<file path="src/rtl/board_io_hub_if.sv">
// ---------------------------------------------------------------------------
// board_io_hub_if
//   CPU-side I/O port bus of the board I/O hub.
//
//   Signals:
//     io_sel   - channel select (inputs for reads, LED banks for writes)
//     io_wr    - output-port write request
//     io_wdata - data written to the selected LED bank
//     io_rdata - debounced value of the selected switch bank
//
//   Modports:
//     master - CPU side (drives select/write, reads io_rdata)
//     slave  - hub side (board_io_hub)
// ---------------------------------------------------------------------------
interface board_io_hub_if #(
    parameter int IO_W  = 4,
    parameter int SEL_W = 2
);
    logic [SEL_W-1:0] io_sel;
    logic             io_wr;
    logic [IO_W-1:0]  io_wdata;
    logic [IO_W-1:0]  io_rdata;

    modport master (
        output io_sel,
        output io_wr,
        output io_wdata,
        input  io_rdata
    );

    modport slave (
        input  io_sel,
        input  io_wr,
        input  io_wdata,
        output io_rdata
    );
endinterface

</file>
<file path="src/rtl/board_io_hub.sv">
// ---------------------------------------------------------------------------
// board_io_hub
//   Board-level I/O and clocking hub for a TD4-class CPU system.
//   - N_IN switch banks of IO_W bits: 2-FF synchronised, then debounced per
//     bank; the CPU reads the debounced bank chosen by io_sel.
//   - N_OUT LED banks of IO_W bits: latched from io_wdata when the CPU writes
//     on a cycle where it is enabled (cpu_ce high).
//   - CPU clock-enable generator: halt, free-run every DIV cycles, or one
//     pulse per step-button press; step_count counts every cpu_ce pulse.
//
//   Ports:
//     clock      - system clock, all state on rising edge
//     reset      - asynchronous active-low reset
//     mode       - 00 halt, 01 run, 10 step, 11 halt
//     step_btn   - raw step push-button
//     switch     - raw switch banks, bank i at [i*IO_W +: IO_W]
//     cpu_io     - CPU I/O bus (io_sel, io_wr, io_wdata, io_rdata)
//     led        - latched LED banks, same layout as switch
//     cpu_ce     - registered one-cycle CPU clock-enable
//     step_count - number of cpu_ce pulses since reset (wraps)
// ---------------------------------------------------------------------------
module board_io_hub #(
    parameter int IO_W         = 4,
    parameter int N_IN         = 2,
    parameter int N_OUT        = 2,
    parameter int DEBOUNCE_CYC = 16,
    parameter int DIV          = 4,
    parameter int SEL_W        = 2
) (
    input  logic                  clock,
    input  logic                  reset,
    input  logic [1:0]            mode,
    input  logic                  step_btn,
    input  logic [N_IN*IO_W-1:0]  switch,
    board_io_hub_if.slave         cpu_io,
    output logic [N_OUT*IO_W-1:0] led,
    output logic                  cpu_ce,
    output logic [15:0]           step_count
);

    localparam int CNT_W = (DEBOUNCE_CYC > 1) ? $clog2(DEBOUNCE_CYC) : 1;
    localparam int DIV_W = (DIV > 1) ? $clog2(DIV) : 1;

    localparam logic [CNT_W-1:0] CNT_LAST  = CNT_W'(DEBOUNCE_CYC - 1);
    localparam logic [DIV_W-1:0] DIV_LAST  = DIV_W'(DIV - 1);
    localparam logic [1:0]       MODE_RUN  = 2'b01;
    localparam logic [1:0]       MODE_STEP = 2'b10;

    // Switch path state
    logic [N_IN*IO_W-1:0]          sw_meta_q, sw_meta_d;
    logic [N_IN*IO_W-1:0]          sw_sync_q, sw_sync_d;
    logic [N_IN-1:0][IO_W-1:0]     deb_q,     deb_d;
    logic [N_IN-1:0][CNT_W-1:0]    cnt_q,     cnt_d;

    // Step button path state
    logic                          btn_meta_q, btn_meta_d;
    logic                          btn_sync_q, btn_sync_d;
    logic                          btn_prev_q, btn_prev_d;

    // Clock-enable generator and output state
    logic [DIV_W-1:0]              div_q,   div_d;
    logic                          ce_q,    ce_d;
    logic [15:0]                   count_q, count_d;
    logic [N_OUT-1:0][IO_W-1:0]    led_q,   led_d;

    logic                          run_mode;
    logic                          step_mode;
    logic [IO_W-1:0]               rdata;

    // -----------------------------------------------------------------------
    // Next-state logic
    // -----------------------------------------------------------------------
    always_comb begin
        run_mode   = (mode == MODE_RUN);
        step_mode  = (mode == MODE_STEP);

        sw_meta_d  = switch;
        sw_sync_d  = sw_meta_q;
        deb_d      = deb_q;
        cnt_d      = cnt_q;

        btn_meta_d = step_btn;
        btn_sync_d = btn_meta_q;
        btn_prev_d = btn_sync_q;

        div_d      = '0;
        ce_d       = 1'b0;
        count_d    = count_q + {15'd0, ce_q};
        led_d      = led_q;

        // Debounce: the counter measures how long the synced bank has
        // differed from the accepted value; any match restarts it.
        for (int i = 0; i < N_IN; i++) begin
            if (sw_sync_q[i*IO_W +: IO_W] == deb_q[i]) begin
                cnt_d[i] = '0;
            end else if (cnt_q[i] == CNT_LAST) begin
                deb_d[i] = sw_sync_q[i*IO_W +: IO_W];
                cnt_d[i] = '0;
            end else begin
                cnt_d[i] = cnt_q[i] + 1'b1;
            end
        end

        // Divider only advances in run mode, so leaving run parks it at 0
        // and re-entering run always waits a full DIV period.
        if (run_mode && (div_q != DIV_LAST)) begin
            div_d = div_q + 1'b1;
        end

        // Edge detector runs in every mode; only step mode turns an edge
        // into a pulse, so presses in other modes are simply dropped.
        ce_d = (run_mode && (div_q == DIV_LAST)) ||
               (step_mode && btn_sync_q && !btn_prev_q);

        // A write only lands on the cycle the CPU is actually enabled.
        if (cpu_io.io_wr && ce_q) begin
            for (int j = 0; j < N_OUT; j++) begin
                if (cpu_io.io_sel == SEL_W'(j)) begin
                    led_d[j] = cpu_io.io_wdata;
                end
            end
        end
    end

    // -----------------------------------------------------------------------
    // State registers
    // -----------------------------------------------------------------------
    always_ff @(posedge clock or negedge reset) begin
        if (!reset) begin
            sw_meta_q  <= '0;
            sw_sync_q  <= '0;
            deb_q      <= '0;
            cnt_q      <= '0;
            btn_meta_q <= 1'b0;
            btn_sync_q <= 1'b0;
            btn_prev_q <= 1'b0;
            div_q      <= '0;
            ce_q       <= 1'b0;
            count_q    <= '0;
            led_q      <= '0;
        end else begin
            sw_meta_q  <= sw_meta_d;
            sw_sync_q  <= sw_sync_d;
            deb_q      <= deb_d;
            cnt_q      <= cnt_d;
            btn_meta_q <= btn_meta_d;
            btn_sync_q <= btn_sync_d;
            btn_prev_q <= btn_prev_d;
            div_q      <= div_d;
            ce_q       <= ce_d;
            count_q    <= count_d;
            led_q      <= led_d;
        end
    end

    // -----------------------------------------------------------------------
    // Read mux: unselected or out-of-range channels read as zero
    // -----------------------------------------------------------------------
    always_comb begin
        rdata = '0;
        for (int i = 0; i < N_IN; i++) begin
            if (cpu_io.io_sel == SEL_W'(i)) begin
                rdata = deb_q[i];
            end
        end
    end

    assign cpu_io.io_rdata = rdata;
    assign led             = led_q;
    assign cpu_ce          = ce_q;
    assign step_count      = count_q;

endmodule
</file>
<file path="src/flat_wrapper.sv">
// flat-port wrapper written by rule: the top's interface ports become plain ports
module board_io_hub_flat 
#(
    parameter int IO_W         = 4,
    parameter int N_IN         = 2,
    parameter int N_OUT        = 2,
    parameter int DEBOUNCE_CYC = 16,
    parameter int DIV          = 4,
    parameter int SEL_W        = 2
)
  (clock, reset, mode, step_btn, switch, led, cpu_ce, step_count, cpu_io_io_sel, cpu_io_io_wr, cpu_io_io_wdata, cpu_io_io_rdata);
  board_io_hub_if #(.IO_W(IO_W), .SEL_W(SEL_W)) cpu_io_i ();
  input  logic clock;
  input  logic reset;
  input  logic [1:0] mode;
  input  logic step_btn;
  input  logic [N_IN*IO_W-1:0] switch;
  output logic [N_OUT*IO_W-1:0] led;
  output logic cpu_ce;
  output logic [15:0] step_count;
  input wire logic [$bits(cpu_io_i.io_sel)-1:0] cpu_io_io_sel;
  input wire logic [$bits(cpu_io_i.io_wr)-1:0] cpu_io_io_wr;
  input wire logic [$bits(cpu_io_i.io_wdata)-1:0] cpu_io_io_wdata;
  output wire logic [$bits(cpu_io_i.io_rdata)-1:0] cpu_io_io_rdata;
  assign cpu_io_i.io_sel = cpu_io_io_sel;
  assign cpu_io_i.io_wr = cpu_io_io_wr;
  assign cpu_io_i.io_wdata = cpu_io_io_wdata;
  assign cpu_io_io_rdata = cpu_io_i.io_rdata;
  board_io_hub #(.IO_W(IO_W), .N_IN(N_IN), .N_OUT(N_OUT), .DEBOUNCE_CYC(DEBOUNCE_CYC), .DIV(DIV), .SEL_W(SEL_W)) u_core (.clock(clock), .reset(reset), .mode(mode), .step_btn(step_btn), .switch(switch), .cpu_io(cpu_io_i), .led(led), .cpu_ce(cpu_ce), .step_count(step_count));
endmodule
</file>
<file path="config.mk">
export PLATFORM = sky130hd
export DESIGN_NAME = board_io_hub_flat
export DESIGN_NICKNAME = d
export VERILOG_FILES = /design/src/rtl/board_io_hub_if.sv /design/src/rtl/board_io_hub.sv /design/src/flat_wrapper.sv
export SDC_FILE = /design/constraint.sdc
export NUM_CORES = 1
export LEC_CHECK = 0
export CAP_MARGIN = 20
export CORE_MARGIN = 1.5
export CORE_UTILIZATION = 25
export CTS_CLUSTER_DIAMETER = 80
export DETAILED_ROUTE_END_ITERATION = 8
export PLACE_DENSITY = 0.5
export SLEW_MARGIN = 20
export SYNTH_ARGS = -nofsm -noshare
export SYNTH_HDL_FRONTEND = slang
export SYNTH_SLANG_ARGS = --single-unit
</file>
<file path="constraint.sdc">
create_clock -name clock -period 2.35 [get_ports clock]
set_input_delay 0.47 -clock clock [delete_from_list [all_inputs] [get_ports clock]]
set_output_delay 0.47 -clock clock [all_outputs]
set_load 0.005 [all_outputs]
</file>
* After elaboration in Yosys (flattened, before gate mapping)
Cells that the tools add are included.
** Storage, ports and cells
- Register bits :: 62
- Input port bits :: 20
- Output and inout port bits :: 29
- Logic and storage cells :: 48
** Operators by class
- Add/sub/neg operators :: 4
- Eq/ne operators :: 9
- Muxes and demuxes :: 7
- Bitwise operators :: 2
- Reductions and logical operators :: 12
** Operator list (number)
- 2-to-1 mux 4 bit :: 6
- adder 16 x 1 -> 16 bit :: 1
- adder 4 x 1 -> 4 bit (second input constant) :: 2
- == test 4 bit :: 2
- == test 4 bit (second input constant) :: 2
- AND reduction 2 bit :: 4
- logical AND 1 bit :: 5
- == test 2 x 1 -> 1 bit (second input constant) :: 2
- == test 2 bit (second input constant) :: 2
- adder 2 x 1 -> 2 bit (second input constant) :: 1
- zero test 2 bit :: 1
- 2-to-1 mux 2 bit :: 1
- != test 2 bit (second input constant) :: 1
- inverter 1 bit :: 2
- zero test 1 bit :: 1
- logical OR 1 bit :: 1

* Logic depth before layout (Yosys ltp)
Gate-level depths: netlist (run 1).
- Depth after elaboration :: 4
- Depth in mapped cells :: 6

* Worst setup path after synthesis (run 1)
Ideal clock, no wire load.
- Kind :: register -> register
- Start :: reg u_core.ce_q, in the netlist u_core.cpu_ce
- End :: reg u_core.count_q[10], in the netlist u_core.step_count[10]
- Library setup time :: 0.125 ns
- Data arrival time :: 1.332 ns
- Slack :: 0.893 ns
- Cell stages (with the launch flop) :: 7
- Cells stage by stage :: dfrtp_1 -> ha_1 -> ha_1 -> and4_1 -> nand2b_1 -> nor2_1 -> xor2_1
** On the way
- Word-level cells in the longest chain between the ends :: 1
** Ends and longest elaborated chain
- from (decl) :: line board_io_hub.sv:62 : logic ce_q, ce_d;
- from (signal assigned) :: line board_io_hub.sv:138 : ce_q <= 1'b0;
- from (signal assigned) :: line board_io_hub.sv:150 : ce_q <= ce_d;
- adder 16 x 1 -> 16 bit :: line board_io_hub.sv:88 : count_d = count_q + {15'd0, ce_q};
- named net u_core.count_d[10] :: line board_io_hub.sv:63 : logic [15:0] count_q, count_d;
- to (signal assigned) :: line board_io_hub.sv:151 : count_q <= count_d;
- to (decl) :: line board_io_hub.sv:63
The timed path passes the listed nets, and every way through them passes these cells.
A chain may end at the register's enable or synchronous reset.

* Worst setup path after layout (run 1)
- Start :: in cpu_io_io_sel[0]
- End :: out cpu_io_io_rdata[0]
** On the way
- Word-level cells in the longest chain between the ends :: 3
** Ends and longest elaborated chain
- from (decl) :: line flat_wrapper.sv:21 : input wire logic [$bits(cpu_io_i.io_sel)-1:0] cpu_io_io_sel;
- zero test 2 bit :: line board_io_hub.sv:162 : if (cpu_io.io_sel == SEL_W'(i)) begin
- 2-to-1 mux 4 bit :: line board_io_hub.sv:162
- 2-to-1 mux 4 bit (*) :: line board_io_hub.sv:162
- to (decl) :: line flat_wrapper.sv:24 : output wire logic [$bits(cpu_io_i.io_rdata)-1:0] cpu_io_io_rdata;
Mark *: on every way between the ends. The rest lies on a longest branch, timed or not.

==> results of run 1 <==
## flip-flops by register name, summed over array words and instances, names as in the netlist
signal and cells:
u_core.sw_meta_q 8, u_core.btn_prev_d 1, u_core.cpu_ce 1, u_core.div_q 2, u_core.sw_sync_q 8, u_core.step_count 16
u_core.btn_prev_q 1, u_core.btn_meta_q 1, u_core.led 8, u_core.cnt_q 8, u_core.deb_q 8
## cells by family after synthesis
logic type                 after synthesis  synth area share, %
DFF                                     62                 64.8
and+or+nand+nor                         45                 12.0
xor gates and xnor gates                24                 8.78
muxes                                   20                 9.20
AOI/OAI and AO/OA                        7                 1.57
adders and majority gates                6                 3.14
buffers and inverters                    3                0.523
## through the flow
stage          util (%)  worst slack [ps]  instance area (µm²)  hold slack, ps  total power [µW]
6_report           36.3              86.1                 3350             352              3300
5_1_grt            36.3              1.16                 3350             358              3480
4_1_cts            36.2              41.5                 3350             353              3350
3_5_place_dp       33.2              41.0                 3070             336              2060
3_3_place_gp       33.2              62.2                 3070             334              2050
2_1_floorplan         -               893                 2390             174              1780
## per-layer routing
layer,routed length (µm),track usage (%),vias to the layer above
met5,0,0,-
met4,87,6.83,0
met3,283,3.33,8
met2,1990,13.7,34
met1,2190,13.8,698
li1,-,-,703
## power by group through the flow
stage,sequential [µW],clock [µW],combinational [µW]
2_1_floorplan,1430,0,347
3_3_place_gp,1470,0,587
3_5_place_dp,1470,0,596
4_1_cts,1450,1300,604
5_1_grt,1480,1330,667
6_report,1440,1260,591
## layout make-up
class,instances,area share [%]
inverter,2,0.224
clock buffer,10,4.10
clock inverter,6,3.95
multi-input combinational,102,24.7
timing repair buffer,53,15.9
tap,129,4.81
sequential,62,46.3
## how the worst max path moves through the flow
stage                                  startpoint  slack (ps)                               to
after floorplan           u_core.cpu_ce$_DFF_PN0_         890  u_core.step_count[10]$_DFF_PN0_
after global placement           cpu_io_io_sel[0]          60               cpu_io_io_rdata[2]
after detailed placement         cpu_io_io_sel[0]          40               cpu_io_io_rdata[1]
after CTS                        cpu_io_io_sel[0]          40               cpu_io_io_rdata[1]
after global routing             cpu_io_io_sel[0]           1               cpu_io_io_rdata[3]
final                            cpu_io_io_sel[0]          90               cpu_io_io_rdata[0]
## what timing repair did
action	in CTS	in global routing
setup endpoints to repair	0	2
hold buffers	1	0
gates resized for setup	0	2
endpoints found under the hold margin	2	0
## layout by cell type (no fill, tap or decap), types with 3 or more instances in the layout
cell type	Yosys	layout
nand3_1	6	6
ha_1	6	6
mux2i_1	4	4
dfrtp_1	62	62
mux2_2	16	16
nand2_1	7	7
clkdlybuf4s50_1	0	46
xnor2_1	10	10
clkbuf_8	0	10
and3_1	3	3
nor2_1	9	9
a21oi_1	4	4
bufinv_16	0	4
xor2_1	14	14
## worst max-delay path, cell delays in order
cell and delay, ps:
clkdlybuf4s50_1 490, buf_6 140, mux2i_1 200, nor2_1 50
clkdlybuf4s50_1 450
==> summary.txt, run 1 <==
status -> finished, final reports clean
hold path endpoint -> u_core.sw_sync_q[1]$_DFF_PN0_
max-slew violations -> 0
Global Route Usage Sum -> 10.2%
Mapped Cells -> 167
Worst Hold Depth -> 0
DP Cell Count -> 347
Worst-Margin Slew -> 453 ps
I/O pins -> 49
area added between synthesis and finish -> 40.1%
n_diodes -> 0
largest cells by area after synthesis -> dfrtp_1 65%, mux2_2 7.5%, xor2_1 5.1%, xnor2_1 3.7%, ha_1 3.1%
largest net degree at the start of global routing -> 34
number of synthesized flops with an enable pin -> 0
Setup crit end kind -> primary output
hold wc startpoint -> u_core.sw_meta_q[1]$_DFF_PN0_
clk sinks -> 62
Num CTS Buffers -> 9
synthesis warning total -> 0
Wirelength per Cell -> 12.5 µm
final setup violation count -> 0
slew margin rel. -> 69.5%
clock latency on the worst-skew pair -> 340 ps
Register Area -> 1550 µm²
Hold Fails Final Rpt -> 0
MaxCap Viol Count -> 0
minimum clock period -> 2260 ps
CP Class -> input pin to primary output
Layout Cells excl Fill -> 364
FFs w/ async S/R, synth -> 100%
Yosys cell types -> 29
post-route antenna net violation count -> 0
top cells by count, synth -> 62 x dfrtp_1, 16 x mux2_2, 14 x xor2_1
CTS tree -> yes
fill count -> 914
Crit path required time -> 1880 ps
critical path fanouts, max -> 6
reg-to-reg slack, setup -> 760 ps
Worst Skew -> 5.48 ps
Root Buffer -> clkbuf_8
worst r2r src -> u_core.cpu_ce$_DFF_PN0_
register area share after synthesis -> 64.8%
Clock Path Buffers -> 2
initial antenna violation count -> 0
core area -> 9240 µm²
net switching share of the total power -> 25.0%
post-route setup TNS -> 0 ps
clock power share -> 38.3%
Cell Area, Synth -> 2390 µm²
# Post-CTS Setup Buffers -> 0
final net count -> 256
chip width -> 101 µm
GR Overflow Total -> 0
Comb pwr share -> 17.9%
layout cells sized above 1 -> 18.3%
Pre-antenna DRT Iters -> 4
global-route wire length before repair -> 7710 µm
row count -> 35
critical path launch point type -> input pin
DR vias/cell -> 3.96
DR vias -> 1,443
area of the multi-input gates -> 830 µm²
H-tree depth -> 3
Pleak -> 0.00152 µW
Int Power -> 2470 µW
fin crit share -> 96.3%
syn nets -> 193
PD cells -> 982 nW/µm²
RSZ-0062 raised after global routing -> no
post-synth top area share -> 64.8%
gpl congestion -> 0.706
die span in y -> 101 µm
FF-to-FF End -> u_core.step_count[10]$_DFF_PN0_
sequential share of power -> 43.8%
VDD IR max -> 0.000476 V
Initial Util -> 25.9%
vias in the first global route -> 1,577
Sw Pwr -> 822 µW
DR iter-0 viols -> 50
synthesized flop and latch total -> 62
max frequency -> 0.442 GHz
Main synth FF type -> dfrtp_1
die footprint -> 10,200 µm²
worst reg-to-reg path cell count -> 6
hpwl dp -> 3240 µm
worst hold path class -> flop to flop
Routed WL -> 4550 µm
DRC violations left -> 0
clock slew at reported path FFs -> 70 ps
cell taking the most area after synthesis -> dfrtp_1
most frequent cell after synthesis -> dfrtp_1
Port Buf Inserts -> 48
Arrival @ worst endpoint -> 1790 ps
Syn Area/Cell -> 14.3 µm²
Note: power is estimated with default switching activity, not from simulation.
==> run 2: changes to the inputs <==
--- a/config.mk
+++ b/config.mk
@@ -8,7 +8,8 @@
 export CAP_MARGIN = 20
 export CORE_MARGIN = 1.5
 export CORE_UTILIZATION = 25
-export CTS_CLUSTER_DIAMETER = 80
+export CTS_CLUSTER_DIAMETER = 40
+export CTS_CLUSTER_SIZE = 25
 export DETAILED_ROUTE_END_ITERATION = 8
 export PLACE_DENSITY = 0.5
 export SLEW_MARGIN = 20
==> results of run 2 <==
Same layout as run 1: the final DEF is identical, and so are final timing and power.
